==> config.mk <==
export PLATFORM = sky130hd
export DESIGN_NAME = decode_hazard_unit
export DESIGN_NICKNAME = d
export VERILOG_FILES = /design/src/rtl/decode_hazard_unit_pkg.sv /design/src/rtl/decode_hazard_unit_hazard_match.sv /design/src/rtl/decode_hazard_unit.sv
export SDC_FILE = /design/constraint.sdc
export NUM_CORES = 1
export LEC_CHECK = 0
export ABC_CLOCK_PERIOD_IN_PS = 9020
export BUFFER_PORTS_ARGS = -buffer_cell sky130_fd_sc_hd__clkbuf_2
export CAP_MARGIN = 20
export CORE_MARGIN = 2
export CORE_UTILIZATION = 40
export CTS_CLUSTER_DIAMETER = 80
export DETAILED_ROUTE_END_ITERATION = 10
export GPL_TIMING_DRIVEN = 0
export PLACE_DENSITY = 0.73
export SLEW_MARGIN = 20
export SYNTH_ARGS = -nofsm -noshare
export SYNTH_HDL_FRONTEND = slang
export SYNTH_SLANG_ARGS = --single-unit
==> constraint.sdc <==
create_clock -name clock -period 9.02 [get_ports clock]
set_input_delay 0.451 -clock clock [delete_from_list [all_inputs] [get_ports clock]]
set_output_delay 0.451 -clock clock [all_outputs]
set_load 0.05 [all_outputs]
==> src/rtl/decode_hazard_unit_pkg.sv <==
// Shared opcode/funct constants, control-vector bit positions and the
// instruction decoder used by the decode/hazard stage.
package decode_hazard_unit_pkg;

  localparam logic [5:0] OP_RTYPE  = 6'h00;
  localparam logic [5:0] OP_REGIMM = 6'h01;
  localparam logic [5:0] OP_J      = 6'h02;
  localparam logic [5:0] OP_JAL    = 6'h03;
  localparam logic [5:0] OP_BEQ    = 6'h04;
  localparam logic [5:0] OP_BNE    = 6'h05;
  localparam logic [5:0] OP_BLEZ   = 6'h06;
  localparam logic [5:0] OP_BGTZ   = 6'h07;
  localparam logic [5:0] OP_ADDIU  = 6'h09;
  localparam logic [5:0] OP_SLTI   = 6'h0A;
  localparam logic [5:0] OP_ORI    = 6'h0D;
  localparam logic [5:0] OP_LUI    = 6'h0F;
  localparam logic [5:0] OP_LW     = 6'h23;
  localparam logic [5:0] OP_SW     = 6'h2B;
  localparam logic [5:0] FN_JR     = 6'h08;

  localparam int CTRL_W      = 8;
  localparam int CB_REG_WE   = 7;
  localparam int CB_I_TYPE   = 6;
  localparam int CB_R_TYPE   = 5;
  localparam int CB_J_TYPE   = 4;
  localparam int CB_MEM_WE   = 3;
  localparam int CB_MEM_WB   = 2;
  localparam int CB_MEM_READ = 1;
  localparam int CB_LINK     = 0;

  localparam logic [4:0] LINK_REG = 5'd31;

  typedef struct packed {
    logic              use_rs;
    logic              use_rt;
    logic [4:0]        rd;
    logic [CTRL_W-1:0] ctrl;
  } dec_t;

  // An all-zero word is a NOP; unknown opcodes decode to nothing as well.
  function automatic dec_t decode_insn(input logic [31:0] insn);
    dec_t d;
    d = '0;
    if (insn != 32'h0) begin
      unique case (insn[31:26])
        OP_RTYPE: begin
          d.use_rs = 1'b1;
          d.use_rt = 1'b1;
          d.ctrl[CB_R_TYPE] = 1'b1;
          if (insn[5:0] != FN_JR) begin
            d.ctrl[CB_REG_WE] = 1'b1;
            d.rd = insn[15:11];
          end
        end
        OP_ADDIU, OP_SLTI, OP_ORI: begin
          d.use_rs = 1'b1;
          d.ctrl[CB_REG_WE] = 1'b1;
          d.ctrl[CB_I_TYPE] = 1'b1;
          d.rd = insn[20:16];
        end
        OP_LUI: begin
          d.ctrl[CB_REG_WE] = 1'b1;
          d.ctrl[CB_I_TYPE] = 1'b1;
          d.rd = insn[20:16];
        end
        OP_LW: begin
          d.use_rs = 1'b1;
          d.ctrl[CB_REG_WE]   = 1'b1;
          d.ctrl[CB_I_TYPE]   = 1'b1;
          d.ctrl[CB_MEM_WB]   = 1'b1;
          d.ctrl[CB_MEM_READ] = 1'b1;
          d.rd = insn[20:16];
        end
        OP_SW: begin
          d.use_rs = 1'b1;
          d.use_rt = 1'b1;
          d.ctrl[CB_I_TYPE] = 1'b1;
          d.ctrl[CB_MEM_WE] = 1'b1;
        end
        OP_BEQ, OP_BNE: begin
          d.use_rs = 1'b1;
          d.use_rt = 1'b1;
          d.ctrl[CB_J_TYPE] = 1'b1;
        end
        OP_BLEZ, OP_BGTZ, OP_REGIMM: begin
          d.use_rs = 1'b1;
          d.ctrl[CB_J_TYPE] = 1'b1;
        end
        OP_J: d.ctrl[CB_J_TYPE] = 1'b1;
        OP_JAL: begin
          d.ctrl[CB_REG_WE] = 1'b1;
          d.ctrl[CB_LINK]   = 1'b1;
          d.rd = LINK_REG;
        end
        default: d = '0;
      endcase
    end
    return d;
  endfunction

endpackage

==> src/rtl/decode_hazard_unit_hazard_match.sv <==
// Per-operand comparator against all downstream stages: reports a stall and
// selects forwarded data from the youngest (lowest-index) matching stage.
module hazard_match #(
  parameter int DATA_W = 32,
  parameter int AREG_W = 5,
  parameter int NSTG   = 3,
  parameter int FWD_EN = 1
) (
  input  logic [AREG_W-1:0]      src_i,
  input  logic                   used_i,
  input  logic [NSTG-1:0]        stg_we_i,
  input  logic [NSTG-1:0]        stg_load_i,
  input  logic [NSTG*AREG_W-1:0] stg_rd_i,
  input  logic [NSTG*DATA_W-1:0] stg_data_i,
  input  logic [DATA_W-1:0]      rf_data_i,
  output logic                   stall_o,
  output logic [DATA_W-1:0]      data_o
);

  logic [NSTG-1:0]   hit;
  logic              sel_load;
  logic [DATA_W-1:0] sel_data;

  genvar gi;
  generate
    for (gi = 0; gi < NSTG; gi++) begin : g_stage
      assign hit[gi] = used_i && (src_i != '0) && stg_we_i[gi] &&
                       (stg_rd_i[gi*AREG_W +: AREG_W] == src_i);
    end
  endgenerate

  // Walk oldest to youngest so the lowest-index hit is the one that sticks.
  always_comb begin
    sel_load = 1'b0;
    sel_data = rf_data_i;
    for (int i = NSTG - 1; i >= 0; i--) begin
      if (hit[i]) begin
        sel_load = stg_load_i[i];
        sel_data = stg_data_i[i*DATA_W +: DATA_W];
      end
    end
  end

  assign stall_o = (FWD_EN != 0) ? ((|hit) && sel_load) : (|hit);
  assign data_o  = (FWD_EN != 0) ? sel_data : rf_data_i;

endmodule

==> src/rtl/decode_hazard_unit.sv <==
// Decode stage with a one-entry hold register, operand forwarding/interlock
// against NSTG downstream stages and a registered output bundle.
module decode_hazard_unit
  import decode_hazard_unit_pkg::*;
#(
  parameter int DATA_W = 32,
  parameter int AREG_W = 5,
  parameter int NSTG   = 3,
  parameter int FWD_EN = 1
) (
  input  logic                   clock,
  input  logic                   reset,
  input  logic                   in_valid,
  input  logic [31:0]            in_insn,
  input  logic [31:0]            in_pc,
  output logic                   in_ready,
  output logic [AREG_W-1:0]      rf_rs_addr,
  output logic [AREG_W-1:0]      rf_rt_addr,
  input  logic [DATA_W-1:0]      rf_rs_data,
  input  logic [DATA_W-1:0]      rf_rt_data,
  input  logic [NSTG-1:0]        stg_we,
  input  logic [NSTG-1:0]        stg_load,
  input  logic [NSTG*AREG_W-1:0] stg_rd,
  input  logic [NSTG*DATA_W-1:0] stg_data,
  input  logic                   flush,
  input  logic                   out_ready,
  output logic                   out_valid,
  output logic [31:0]            out_insn,
  output logic [31:0]            out_pc,
  output logic [DATA_W-1:0]      out_rs_data,
  output logic [DATA_W-1:0]      out_rt_data,
  output logic [AREG_W-1:0]      out_rd,
  output logic [7:0]             out_ctrl,
  output logic [15:0]            stall_cnt
);

  logic              hv_q, hv_d;
  logic [31:0]       hold_insn_q, hold_insn_d;
  logic [31:0]       hold_pc_q, hold_pc_d;
  logic              out_valid_q, out_valid_d;
  logic [31:0]       out_insn_q, out_insn_d;
  logic [31:0]       out_pc_q, out_pc_d;
  logic [DATA_W-1:0] out_rs_q, out_rs_d;
  logic [DATA_W-1:0] out_rt_q, out_rt_d;
  logic [AREG_W-1:0] out_rd_q, out_rd_d;
  logic [7:0]        out_ctrl_q, out_ctrl_d;
  logic [15:0]       stall_cnt_q, stall_cnt_d;

  logic              cur_valid;
  logic [31:0]       cur_insn;
  logic [31:0]       cur_pc;
  dec_t              dec;
  logic              rs_stall, rt_stall, hazard;
  logic [DATA_W-1:0] rs_fwd, rt_fwd;

  assign cur_valid  = hv_q | in_valid;
  assign cur_insn   = hv_q ? hold_insn_q : in_insn;
  assign cur_pc     = hv_q ? hold_pc_q : in_pc;
  assign dec        = decode_insn(cur_insn);
  assign rf_rs_addr = AREG_W'(cur_insn[25:21]);
  assign rf_rt_addr = AREG_W'(cur_insn[20:16]);

  hazard_match #(.DATA_W(DATA_W), .AREG_W(AREG_W), .NSTG(NSTG), .FWD_EN(FWD_EN)) u_rs_match (
    .src_i(rf_rs_addr), .used_i(dec.use_rs), .stg_we_i(stg_we), .stg_load_i(stg_load),
    .stg_rd_i(stg_rd), .stg_data_i(stg_data), .rf_data_i(rf_rs_data),
    .stall_o(rs_stall), .data_o(rs_fwd)
  );

  hazard_match #(.DATA_W(DATA_W), .AREG_W(AREG_W), .NSTG(NSTG), .FWD_EN(FWD_EN)) u_rt_match (
    .src_i(rf_rt_addr), .used_i(dec.use_rt), .stg_we_i(stg_we), .stg_load_i(stg_load),
    .stg_rd_i(stg_rd), .stg_data_i(stg_data), .rf_data_i(rf_rt_data),
    .stall_o(rt_stall), .data_o(rt_fwd)
  );

  assign hazard = cur_valid & (rs_stall | rt_stall);

  always_comb begin
    hv_d        = hv_q;
    hold_insn_d = hold_insn_q;
    hold_pc_d   = hold_pc_q;
    out_valid_d = out_valid_q;
    out_insn_d  = out_insn_q;
    out_pc_d    = out_pc_q;
    out_rs_d    = out_rs_q;
    out_rt_d    = out_rt_q;
    out_rd_d    = out_rd_q;
    out_ctrl_d  = out_ctrl_q;
    stall_cnt_d = stall_cnt_q;
    if (flush) begin
      out_valid_d = 1'b0;
      hv_d        = 1'b0;
    end else if (hazard) begin
      // A consumed bundle is replaced by a bubble; a blocked one stays put.
      out_valid_d = out_valid_q & ~out_ready;
      hv_d        = 1'b1;
      hold_insn_d = cur_insn;
      hold_pc_d   = cur_pc;
      if (stall_cnt_q != 16'hFFFF) begin
        stall_cnt_d = stall_cnt_q + 16'd1;
      end
    end else if (out_ready || !out_valid_q) begin
      out_valid_d = cur_valid;
      hv_d        = 1'b0;
      if (cur_valid) begin
        out_insn_d = cur_insn;
        out_pc_d   = cur_pc;
        out_rs_d   = rs_fwd;
        out_rt_d   = rt_fwd;
        out_rd_d   = AREG_W'(dec.rd);
        out_ctrl_d = dec.ctrl;
      end
    end else if (cur_valid) begin
      hv_d        = 1'b1;
      hold_insn_d = cur_insn;
      hold_pc_d   = cur_pc;
    end
  end

  always_ff @(posedge clock or posedge reset) begin
    if (reset) begin
      hv_q        <= 1'b0;
      hold_insn_q <= '0;
      hold_pc_q   <= '0;
      out_valid_q <= 1'b0;
      out_insn_q  <= '0;
      out_pc_q    <= '0;
      out_rs_q    <= '0;
      out_rt_q    <= '0;
      out_rd_q    <= '0;
      out_ctrl_q  <= '0;
      stall_cnt_q <= '0;
    end else begin
      hv_q        <= hv_d;
      hold_insn_q <= hold_insn_d;
      hold_pc_q   <= hold_pc_d;
      out_valid_q <= out_valid_d;
      out_insn_q  <= out_insn_d;
      out_pc_q    <= out_pc_d;
      out_rs_q    <= out_rs_d;
      out_rt_q    <= out_rt_d;
      out_rd_q    <= out_rd_d;
      out_ctrl_q  <= out_ctrl_d;
      stall_cnt_q <= stall_cnt_d;
    end
  end

  assign in_ready    = ~hv_q;
  assign out_valid   = out_valid_q;
  assign out_insn    = out_insn_q;
  assign out_pc      = out_pc_q;
  assign out_rs_data = out_rs_q;
  assign out_rt_data = out_rt_q;
  assign out_rd      = out_rd_q;
  assign out_ctrl    = out_ctrl_q;
  assign stall_cnt   = stall_cnt_q;

endmodule

==> results.txt, run 1 <==
- After detailed routing, the average wire length per cell comes to 21.6 um.
- Each instance of the synthesized netlist takes up on average 11.6 um2.
- Aggregate routed wire length: 41,300 um
- From left edge to right edge, the die measures 178 um.
- Dividing the detail-routed via count by the number of cells gives 5.55.
* Worst min path class: in2reg
- Overall global routing resource usage: 25.6%
- Final Critical Period: 4600 ps
- FF/Latch Area: 5560 um2
- Number of rows in the core area: 63
- Clock Power Share: 31.3%
* Unique masters post-synth: 56
- CP max FO: 10
- Clock insertion delay at the later pin of the skew report: 540 ps
- The final-report hold violation count is 0.
* Grt ovf: 0
- I/O Pins: 419
* Initial antenna violation count: 12
* Post-synth EDFFs: 0
- Per report_power, the sequential group accounts for 38.8% of the total.
- In this run the number of H-tree levels came out at 1.
* Non-filler instance count after layout: 1,912
- Total Die Area: 31,600 um2
* Starting density of the core: 40.7%
- In the routed design, unresolved DRC markers number 0.
* Area of the mapped netlist: 12,100 um2
- CTS tree: yes
- Main synth FF type: dfrtp_1
* Hold Startpoint: flush
- Commonest non-fill, non-tap cells in the layout: 418 x clkbuf_2, 222 x dfrtp_1, 140 x mux2_2
- Leaving out fill and tap cells, the most frequent cell in the layout is clkbuf_2.
- Placed Cells: 1,855
- Inserted Clock Buffers: 25
- The first global-routing pass estimated 62,300 um of wire.
* Count of endpoints failing setup in the final report: 0
* CTS clk-pin slew, worst paths: 60 ps
- Unrepaired setup endpoints after global routing: false
- Critical path's slowest cell: nor3_2
* Setup repair bufs after CTS: 0
- The design draws 3.40 mW.
- After clock tree synthesis, the repair step resized 0 gates.
* Via count of the first global-routing pass: 10.9k
* Fmax: 0.217 GHz
* Max-cap violations: 0
* Length of the first detailed-routing pass in iterations: 5
- Number of buffer cells added on primary ports: 418
- Y dimension of the die: 178 um
- Count of filler cells inserted in the layout: 2,668
* Number of instances in the synthesized netlist: 1,044
* Portion of total power attributed to combinational logic: 29.9%
* Pins over their slew limit: 0
- Together, buffers and inverters on the worst path number 5.
* Clk sink count: 222
- Once detail routing completed, the nets flagged for antenna violations numbered 0.
- Data on the critical path is required at its endpoint by 9420 ps.
- The most numerous cell type found on the critical path is buf_4.
* Register area share after synthesis: 45.9%
* Post-Route Skew: 21.3 ps
- The worst setup path is of the reg2reg kind.
* Area of the core: 29,700 um2
- Worst EP arrival: 5000 ps
- For this run, asynchronously set or reset flops after synthesis account for 100%.
* Number of hold buffers added after CTS: 1
* Pin count of the biggest net entering global routing: 108
- The Yosys step of the flow raised 0 warnings.
- Nets: 1,744
- For this design the ratio of total power to cell area is 217 nW/um2.
* Origin of the critical flop-to-flop path: hv_q
* Max transition margin: 38.0%
* Switching power: 1.23 mW
* HPWL Detailed: 32,200 um
* Sw Share: 36.1%
* Flops & latches, synth: 222
* Overall via count from detail_route: 10.6k
- Max VDD drop: 170 uV
- The worst setup path is captured at a register.
- Startpoint of the worst setup timing path: hv_q
- The flow ran to the end, and the final reports show no timing, DRC or antenna violations.
* Combined area of the multi-input logic cells: 6040 um2
* Final clock period utilization by the worst path: 51.0%
- The internal power of the cells totals 2.17 mW.
* Critical Path, Cell by Cell: buf_6 > mux2i_2 > inv_2 > nor3_1 > or4_1 > clkbuf_1 > o21a_1 > o221ai_4 > nor3_2 > buf_4 > buf_4 > mux2_1
- CTS placed an instance of clkbuf_16 at the clock tree root.
- Area growth from synthesis to final layout: 29.4%
- Summed over all cells, the static leakage comes to 7.56 nW.
- At the pin with the least slew margin, the transition time is 929 ps.
- The number of nets in the synthesized netlist is 1,295.
- Counting along the longest clock path gives a buffer depth of 3.
* Kind of cell adding the most delay to the critical path: simple AND/OR/NAND/NOR gates
- Placer's final routability congestion estimate: 0.943
- Number of design-rule violations left by the first detailed-router iteration: 711
* Fraction of final layout cells sized beyond drive strength 1: 44.3%
- For this run, the slowest stage of the critical path takes 720 ps.
* Sort of element at the start of the critical path: register
## registers in the layout, summed over array words and instances (netlist names)
register,count
out_rd,5
out_insn,32
hv_q,1
out_ctrl,7
out_valid,1
out_rs_data,32
hold_insn_q,32
stall_cnt,16
out_rt_data,32
out_pc,32
hold_pc_q,32
## Yosys cell counts (14+ instances only)
library cell    n  area share, %
nor2_1         14           0.43
o21ai_0        51            2.1
mux2_2        140             13
and2_1         20            1.0
buf_4          21            1.3
nand3_1        44            1.8
inv_1          22           0.68
clkbuf_1       34            1.1
nand2_1        32           0.99
o21a_1         16           0.99
a22o_1         15            1.1
xnor2_1        46            3.3
mux2_1         92            8.6
buf_2          16           0.66
a221oi_1       17            1.2
and3_1         15           0.78
dfrtp_1       222             46
o22ai_1        34            1.8
a21oi_1        35            1.4
mux2i_1        58            4.8
## logic make-up (layout without fill, tap and decap cells)
group,after synthesis,count (layout),synth area share [%]
mux,304,304,28.2
flops,222,222,45.9
compound gates,195,195,10.6
simple gates,171,171,7.59
buf+inv,104,572,4.23
xor+xnor,47,47,3.40
fa+ha+maj,1,1,0.103
other cells,0,10,0
## stage by stage
step | setup TNS (ps) | util [%] | hold WS, ps | cell area [um2] | setup WS [ps]
4_1_cts | 0 | 52.6 | 51.9 | 15600 | 4460
3_5_place_dp | 0 | 49.6 | 474 | 14800 | 4490
2_1_floorplan | 0 | - | 474 | 12100 | 2490
5_1_grt | 0 | 52.7 | 73.3 | 15700 | 4220
3_3_place_gp | -31380 | 49.4 | 467 | 14700 | -164
6_report | 0 | 52.7 | 70.5 | 15700 | 4420
## final cells by class
cell class                      count  area share (%)
Antenna cell                       10           0.160
Buffer                             78            2.65
Clock buffer                       40            5.00
Clock inverter                      6           0.536
Inverter                           26           0.671
Multi-Input combinational cell    718            38.6
Sequential cell                   222            35.5
Tap cell                          390            3.12
Timing Repair Buffer              422            13.8
## worst paths after layout
kind                                  end  slack [ps]  cells after the start
max                           out_ctrl[4]        4420                     12
min                             out_valid          70                      2
max reg2reg                   out_ctrl[4]        4420                     12
min reg2reg                     out_pc[0]         480                      1
max in group asynchronous     out_insn[0]        7300                      5
min in group asynchronous  out_rt_data[7]         510                      3
## power by group through the flow
stage               clock (mW)  combinational (mW)  sequential (mW)
CTS                       1.08                1.02             1.32
global route              1.12                1.08             1.34
global placement             0                1.00             1.32
finish                    1.06                1.02             1.32
detailed placement           0                1.02             1.33
floorplan                    0               0.320             1.72
## metal layers
| metal | vias to the layer above | global-route usage, % | wire, um |
|---|---|---|---|
| li1 | 4751 | - | - |
| met4 | 4 | 13.0 | 1830 |
| met3 | 120 | 7.09 | 3890 |
| met1 | 5192 | 30.5 | 15800 |
| met2 | 550 | 42.2 | 19800 |
| met5 | - | 0 | 24 |
Power figures use the tool's default switching activity.
==> run 2, diff against run 1 <==
- ABC_AREA: not set -> 1
- ABC_CLOCK_PERIOD_IN_PS: 9020 -> 4400
- PLACE_DENSITY: 0.73 -> 0.72
- clock period: 9.02 -> 4.4 ns (I/O delays scaled with it)
==> results.txt, run 2 <==
- The initial antenna violation count came to 14 (+2).
- The register bit count reported by yosys came to 222 (unchanged).
- The worst setup path is captured at a register.
- Post-cts repair resize count: 0 (unchanged)
* Share of the synthesized area in the top cell type: 42.5% (-3.4 points)
* GR Layer Usage met1: 39.6% (+9.1 points)
- Most used standard cells in the synthesized netlist: 980 x nand2_1, 222 x dfrtp_1, 155 x nand3_1, 135 x inv_1, 100 x o21ai_0
* Max VDD drop: 296 uV (+74%)
- CTS tree: yes
* Area of the core: 32,400 um2 (+8.9%)
- The buffer levels on the longest clock path was 3 (unchanged).
* Unique masters post-synth: 34 (-39%)
- The post-route DRC violation count came to 0 (unchanged).
* Unrepaired setup endpoints after global routing: false
* Number of design-rule violations left by the first detailed-router iteration: 1,283 (+80%)
- By area, the combinational part of the netlist is dominated by simple AND/OR/NAND/NOR gates.
* Fmax: 0.280 GHz (+29%)
- The insertion delay of the later-clocked pin in the worst-skew pair is 560 ps (+20 ps).
* Area of the mapped netlist: 13,100 um2 (+7.9%)
- The final-report hold violation count was 0 (unchanged).
- The synthesized-area fraction occupied by and/or/nand/nor cells came to 39.6% (+32 points).
* Overall via count from detail_route: 14.9k (+41%)
- The overall die width was 185 um (+3.8%).
* PwrDens: 412 nW/um2 (+90%)
- Setup repair bufs after CTS: 0 (unchanged)
- Power consumption: 7.03 mW (+110%)
* Number of rows in the core area: 66 (+4.8%)
- CP max FO: 10 (unchanged)
- The portion of the post-synthesis area used by sequential elements is 42.5% (-3.4 points).
* Busiest layer in global routing: met2
- The routability-driven placement congestion ratio came to 0.943 (about the same).
- The number of levels the H-tree was split into was 1 (unchanged).
- The cell area after layout is 17,100 um2 (+9.0%).
- Grouping stages by cell kind, the critical path spends the most delay in simple AND/OR/NAND/NOR gates.
* Crit path largest cell delay: 500 ps (-220 ps)
- The reported max-cap violation count was 0 (unchanged).
- The setup violation total in the final timing report was 0 (unchanged).
- Crit-path most repeated cell: nand2_1
- The share of the clock period used by the worst path after layout came to 81.1% (+30 points).
- The mean cell area of the mapped netlist is 6.73 um2 (-42%).
- The clock input transition at the sequential cells of the worst setup and hold paths is 60 ps (about the same).
* Crit path kind: reg2reg
- The number of fill cells in the layout was 3,285 (+23%).
- The synthesized net count came to 2,192 (+69%).
- The final setup skew was 21.7 ps (+0.422 ps).
* Post-synth EDFFs: 0 (unchanged)
- The multiplexer share of the synthesized area came to 0% (-28 points).
- Starting density of the core: 40.3% (-0.37 points)
- The async set-or-reset flop fraction in the synthesized netlist was 100% (unchanged).
* Max transition margin: 53.0% (+15 points)
* Length of the first detailed-routing pass in iterations: 5 (unchanged)
- CTS Root Cell: clkbuf_16
* Tightest Pin Transition: 703 ps (-227 ps)
- The maximum number of pins on one net before global-route repair is 35 (-68%).
* Inserted Clock Buffers: 26 (+4.0%)
* Library cell with the highest instance count after synthesis: nand2_1
- The flow ran to the end, and the final reports show no timing, DRC or antenna violations.
* Y dimension of the die: 185 um (+3.8%)
* Worst EP arrival: 4010 ps (-990 ps)
- FF-to-FF path depth: 15 (+3)
* Sort of element at the start of the critical path: register
* Commonest non-fill, non-tap cell in the layout: nand2_1
- The area share of fa/ha/maj cells after synthesis came to 0.0958% (-0.0076 points).
- Aggregate routed wire length: 55,000 um (+33%)
- Fraction of final layout cells sized beyond drive strength 1: 23.7% (-21 points)
- Worst min path class: in2reg
* Total Die Area: 34,100 um2 (+7.8%)
- The number of cells traversed by the worst hold path is 5 (+3).
- Commonest non-fill, non-tap cells in the layout: 980 x nand2_1, 418 x clkbuf_2, 222 x dfrtp_1
- The sum of net half-perimeters after detailed placement came to 43,100 um (+34%).
- Met3 track demand over resource in global routing: 6.13% (-0.97 points)
- The total congestion overflow after global routing came to 0 (unchanged).
- The post-synthesis xor/xnor area fraction was 0.805% (-2.6 points).
- dfrtp_1 takes more of the synthesized area than any other cell.
- The cell leakage power came to 9.72 nW (+29%).
- Number of hold buffers added after CTS: 26 (+25)
- Walking the worst path, the cells encountered are buf_6 > inv_4 > buf_2 > nand2_1 > nand2_2 > inv_1 > nand3_1 > nand2_2 > inv_2 > nand2_1 > nor2_2 > clkbuf_1 > o21ai_0 > nand2_1 > nand2_1.
- The wire length of the first global-routing pass is 81,200 um (+30%).
- The critical path depth was 15 (+3).
- Hold slack: 14.6 ps (-55.9 ps)
- Area growth from synthesis to final layout: 30.6%
- Setup TNS after final layout: 0 ps (unchanged)
- Main synth FF type: dfrtp_1
- The largest individual stage delay along the critical path comes from the cell clkbuf_1.
- Number of buffer cells added on primary ports: 418 (unchanged)
* Area post-placement: 15,800 um2 (+7.4%)
* Overall global routing resource usage: 31.2% (+5.7 points)
* Clk sink count: 222 (unchanged)
- I/O Pins: 419 (unchanged)
- Pins over their slew limit: 0 (unchanged)
* Number of vias per cell after detailed routing: 5.15 (-7.2%)
- The required time at the endpoint of the critical path came to 4840 ps (-4580 ps).
- By area the synthesized netlist is led by dfrtp_1 43%, nand2_1 28%, nand3_1 5.9%.
- The post-synthesis instance total was 1,941 (+86%).
* Via count of the first global-routing pass: 14.1k (+30%)
- The number of warning messages in the yosys log was 0 (unchanged).
* Buffers & Inverters on Critical Path: 6 (+1)
- Share of the synthesized area in compound gates (AO/OA/AOI/OAI): 7.73% (-2.8 points)
- Nets: 2,671 (+53%)
- The minimum clock period after layout came to 3570 ps (-1040 ps).
- Avg WL per Cell: 19.0 um (-12%)
* Post-route antenna net violation count: 0 (unchanged)
- The met2 track demand over resource in global routing is 50.8% (+8.6 points).
[run 2: cell count changes in the layout (fill, tap and decap cells not counted), moves of 20 or more]
cell | previous run | this run
and2_1 | 20 | 0
dlygate4sd3_1 | 1 | 26
inv_1 | 21 | 134
mux2_1 | 92 | 0
mux2_2 | 140 | 0
mux2i_1 | 58 | 0
nand2_1 | 32 | 980
nand3_1 | 44 | 155
nor2_1 | 14 | 67
o211ai_1 | 3 | 52
o21ai_0 | 51 | 100
o22ai_1 | 34 | 1
xnor2_1 | 46 | 3
[run 2: metal layers]
layer / wire (um) / vias to the layer above
met4: 2780 / 2
met5: 11 / -
li1: - / 7054
met2: 25600 / 723
met3: 4890 / 125
met1: 21700 / 7034
[run 2: worst paths after layout]
kind / slack, ps / end / startpoint
setup / recovery: 830 / out_rt_data[30] / hv_q
hold / removal: 10 / out_pc[10] / in_pc[10]
setup reg to reg: 830 / out_rt_data[30] / hv_q
hold reg to reg: 470 / hold_pc_q[30] / hold_pc_q[30]
max in group asynchronous: 2920 / out_pc[17] / reset
min in group asynchronous: 270 / out_rs_data[0] / reset
[run 2: logic make-up (layout without fill, tap and decap cells)]
logic type               count (synthesis)  in the layout
flip-flops                             222            222
other                                    0             16
XOR/XNOR                                12             12
adder cells (fa/ha/maj)                  1              1
AO/OA/AOI/OAI                          174            174
AND/OR/NAND/NOR                       1272           1272
buffers and inverters                  260            759
[run 2: layout make-up]
type	instances	area (um2)	share of cell area [%]
Antenna cell	16	40.0	0.235
Buffer	113	646	3.78
Clock buffer	39	769	4.51
Clock inverter	9	143	0.836
Inverter	147	558	3.27
Multi-Input combinational cell	1459	6300	36.9
Sequential cell	222	5560	32.6
Tap cell	442	553	3.24
Timing Repair Buffer	451	2490	14.6
[run 2: power by group]
part | switching, mW | internal [mW] | total (mW)
clock | 0.942 | 1.34 | 2.28
combinational | 1.55 | 0.534 | 2.09
sequential | 0.240 | 2.42 | 2.66
total | 2.74 | 4.29 | 7.03
[run 2: stage by stage]
step                      std cells  utilization [%]  setup slack (ps)
after CTS                      2882             52.6               911
after global placement         2801             48.5              -182
final                          2898             52.7               832
after detailed placement       2808             48.9               941
after global routing           2895             52.7               663
after floorplan                1941                -              1280
[run 2: worst reg2reg max path: cells and delay by family (launching register included)]
kind	cells	cell delay [ps]
flops	1	370
compound gates	1	390
simple gates	8	1430
buf+inv	6	1250
==> run 3, diff against run 2 <==
- ABC_CLOCK_PERIOD_IN_PS: 4400 -> 2960
- PLACE_DENSITY: 0.72 -> 0.75
- clock period: 4.4 -> 2.96 ns (I/O delays scaled with it)
==> results.txt, run 3 (synthesis results as in run 2) <==
- Outcome: finished clean
- Overall global routing resource usage: 31.5% (+0.28 points)
- The placement-stage cell area was 15,900 um2 (about the same).
- Switching power: 4.14 mW (+51%)
- Number of design-rule violations left by the first detailed-router iteration: 1,359 (+5.9%)
- Post-route antenna net violation count: 0 (unchanged)
- CTS Root Cell: clkbuf_16
- The fraction of final layout cells sized beyond drive strength 1 was 27.3% (+3.6 points).
* Number of levels the H-tree was split into: 1 (unchanged)
- Initial antenna violation count: 17 (+3)
* Number of buffer cells added on primary ports: 418 (unchanged)
- Buffers from clock root to sink, at most: 3 (unchanged)
* Y dimension of the die: 185 um (unchanged)
* Final Critical Period: 2850 ps (-720 ps)
- Total Die Area: 34,100 um2 (unchanged)
- DRC violations left: 0 (unchanged)
* Overall via count from detail_route: 15.3k (+2.3%)
- Sequential share of power: 37.2% (-0.6 points)
* Met3 track demand over resource in global routing: 6.54% (+0.41 points)
- Crit path kind: reg2reg
* Worst min path class: in2reg
* Grt ovf: 0 (unchanged)
* Busiest layer in global routing: met2
- Setup TNS after final layout: 0 ps (unchanged)
- The share of the clock period used by the worst path after layout came to 96.2% (+15 points).
* Origin of the critical flop-to-flop path: hv_q
* Final Hold Vio Count: 0 (unchanged)
- The wire length per cell after detailed routing came to 18.9 um (-0.16%).
- The maximum number of pins on one net before global-route repair came to 35 (unchanged).
* HPWL Detailed: 42,800 um (-0.65%)
- Max-cap violations: 0 (unchanged)
- Number of vias per cell after detailed routing: 5.16 (+0.12%)
- Endpoint type of the worst setup path: register
- The met1 track utilization from global routing is 38.8% (-0.82 points).
- The number of top-level pins was 419 (unchanged).
- Count of filler cells inserted in the layout: 3,190 (-2.9%)
- The total clock buffers created by CTS was 26 (unchanged).
- The core area is 32,400 um2 (unchanged).
- CTS clk-pin slew, worst paths: 60 ps (about the same)
- The worst path buffer plus inverter count was 4 (-2).
- The final setup skew came to 11.9 ps (-9.76 ps).
* Crit path largest cell delay: 380 ps (-120 ps)
- The share of total power in the clock network was 31.9% (-0.6 points).
* Global-route wire length before repair: 82,500 um (+1.5%)
- TritonCTS built the clock tree.
* Worst EP arrival: 3270 ps (-740 ps)
- Critical path's slowest cell: dfrtp_1
- The routed wire length is 56,100 um (+2.0%).
* Clk sink count: 222 (unchanged)
- Placed Cells: 2,808 (unchanged)
* Clock insertion delay at the later pin of the skew report: 540 ps (-20 ps)
* Hold Startpoint: stg_data[17]
- Pins over their slew limit: 0 (unchanged)
* Length of the first detailed-routing pass in iterations: 6 (+1)
* Portion of total power attributed to combinational logic: 30.8% (+1.1 points)
- The cell leakage power is 10.2 nW (+5.1%).
- The number of rows created at floorplan is 66 (unchanged).
- The kind of cell with the highest combined delay along the critical path is simple AND/OR/NAND/NOR gates.
* Sw Share: 39.0% (+0.086 points)
- The ratio of total power to cell area came to 585 nW/um2 (+42%).
- Layout Cell Area excl Fill: 18,100 um2 (+6.3%)
* Crit-path most repeated cell: nand2_1
- The slew of the pin with the lowest slew margin is 752 ps (+49.0 ps).
* Startpoint of the worst setup timing path: hv_q
* Fmax: 0.351 GHz (+25%)
- The worst-path maximum fanout came to 10 (unchanged).
- The signal on the critical path passes through buf_6 > buf_6 > o21ai_4 > xor2_2 > buf_4 > nor4_1 > nand2_1 > nor2_4 > clkbuf_2 > o21ai_0 > nand2_1 > nand2_1.
* Data required time of the worst path: 3390 ps (-1450 ps)
- The setup violation total in the final timing report was 0 (unchanged).
- The final net count is 2,734 (+2.4%).
- Slack of the critical path: 112 ps (-720 ps)
- Leaving out fill and tap cells, the most frequent cell in the layout is nand2_1.
- The library cells used most frequently in the layout, excluding fill and tap cells, are 963 x nand2_1, 437 x clkbuf_2, 222 x dfrtp_1.
- Area growth from synthesis to final layout: 38.9%
- The worst setup path is launched from a register.
* Max VDD drop: 511 uV (+73%)
- The via count of the first global-routing pass was 14.5k (+2.4%).
* Minimum setup slack after placement: -399 ps (-1340 ps)
* Starting density of the core: 40.3% (unchanged)
* Placer's final routability congestion estimate: 0.944 (+0.13%)
- The tightest slew margin relative to the limit came to 49.5% (-3.5 points).
- Power consumption: 10.6 mW (+51%)
- Global routing met2 resource utilization: 52.3% (+1.4 points)
- The final standard cell count with taps included and fillers excluded came to 2,960 (+2.1%).
- Internal power summed over all cells: 6.47 mW (+51%)
* Die extent in x: 185 um (unchanged)
-- run 3: changes by cell type in the layout (fill, tap and decap cells not counted), sizes merged --
| cell | previous run | this run |
|---|---|---|
| dlygate4sd3 | 26 | 58 |
| inv | 145 | 146 |
| clkbuf | 496 | 500 |
| buf | 81 | 101 |
| clkinvlp | 1 | 4 |
| clkinv | 8 | 11 |
| diode | 16 | 15 |
-- run 3: metal layers --
metal	vias up	wire (um)
met2	796	26000
met1	7105	21700
met5	-	27
met4	4	3470
li1	7197	-
met3	174	4920
-- run 3: final timing paths --
| kind | end | slack, ps | depth (start not counted) |
|---|---|---|---|
| worst min register to register | hold_pc_q[3] | 470 | 2 |
| worst max register to register | out_rt_data[27] | 110 | 12 |
| worst min-delay path | out_rt_data[17] | 20 | 5 |
| max in group asynchronous | hold_pc_q[15] | 1700 | 6 |
| worst max-delay path | out_rt_data[27] | 110 | 12 |
| min in group asynchronous | out_rt_data[4] | 230 | 3 |
-- run 3: area by class of cell --
cell class,count,area [um2],share of cell area (%)
Clock inverter,16,164,0.904
Multi-Input combinational cell,1459,6590,36.3
Inverter,147,573,3.16
Clock buffer,32,744,4.10
Timing Repair Buffer,517,3190,17.6
Antenna cell,15,37.5,0.207
Buffer,110,733,4.04
Tap cell,442,553,3.05
Sequential cell,222,5560,30.6
-- run 3: worst min-delay path: stages --
cell and delay, ps:
clkbuf_2 90, nand2_1 60, o21ai_1 100, nand2_1 80
nand2_1 40
-- run 3: power groups by stage --
stage	combinational, mW	sequential [mW]	clock (mW)
after detailed placement	3.07	3.98	0
after floorplan	0.975	5.06	0
after global routing	3.51	4.00	3.54
final	3.27	3.95	3.39
after CTS	3.16	3.94	3.42
after global placement	3.01	3.97	0
-- run 3: repair_timing --
action | 4_1_cts | 5_1_grt
hold buffers | 58 | 0
gates resized for setup | 43 | 96
hold endpoints to repair | 130 | 0
buffers inserted | 5 | 26
setup endpoints to repair | 222 | 221
gates cloned | 0 | 3
pin swaps | 5 | 15
-- run 3: per-stage QoR --
step                      util, %  hold slack (ps)
after floorplan                 -              260
after global placement       48.5              389
after detailed placement     49.0              236
after CTS                    54.1             3.21
after global routing         56.0             25.7
final                        56.0             21.9
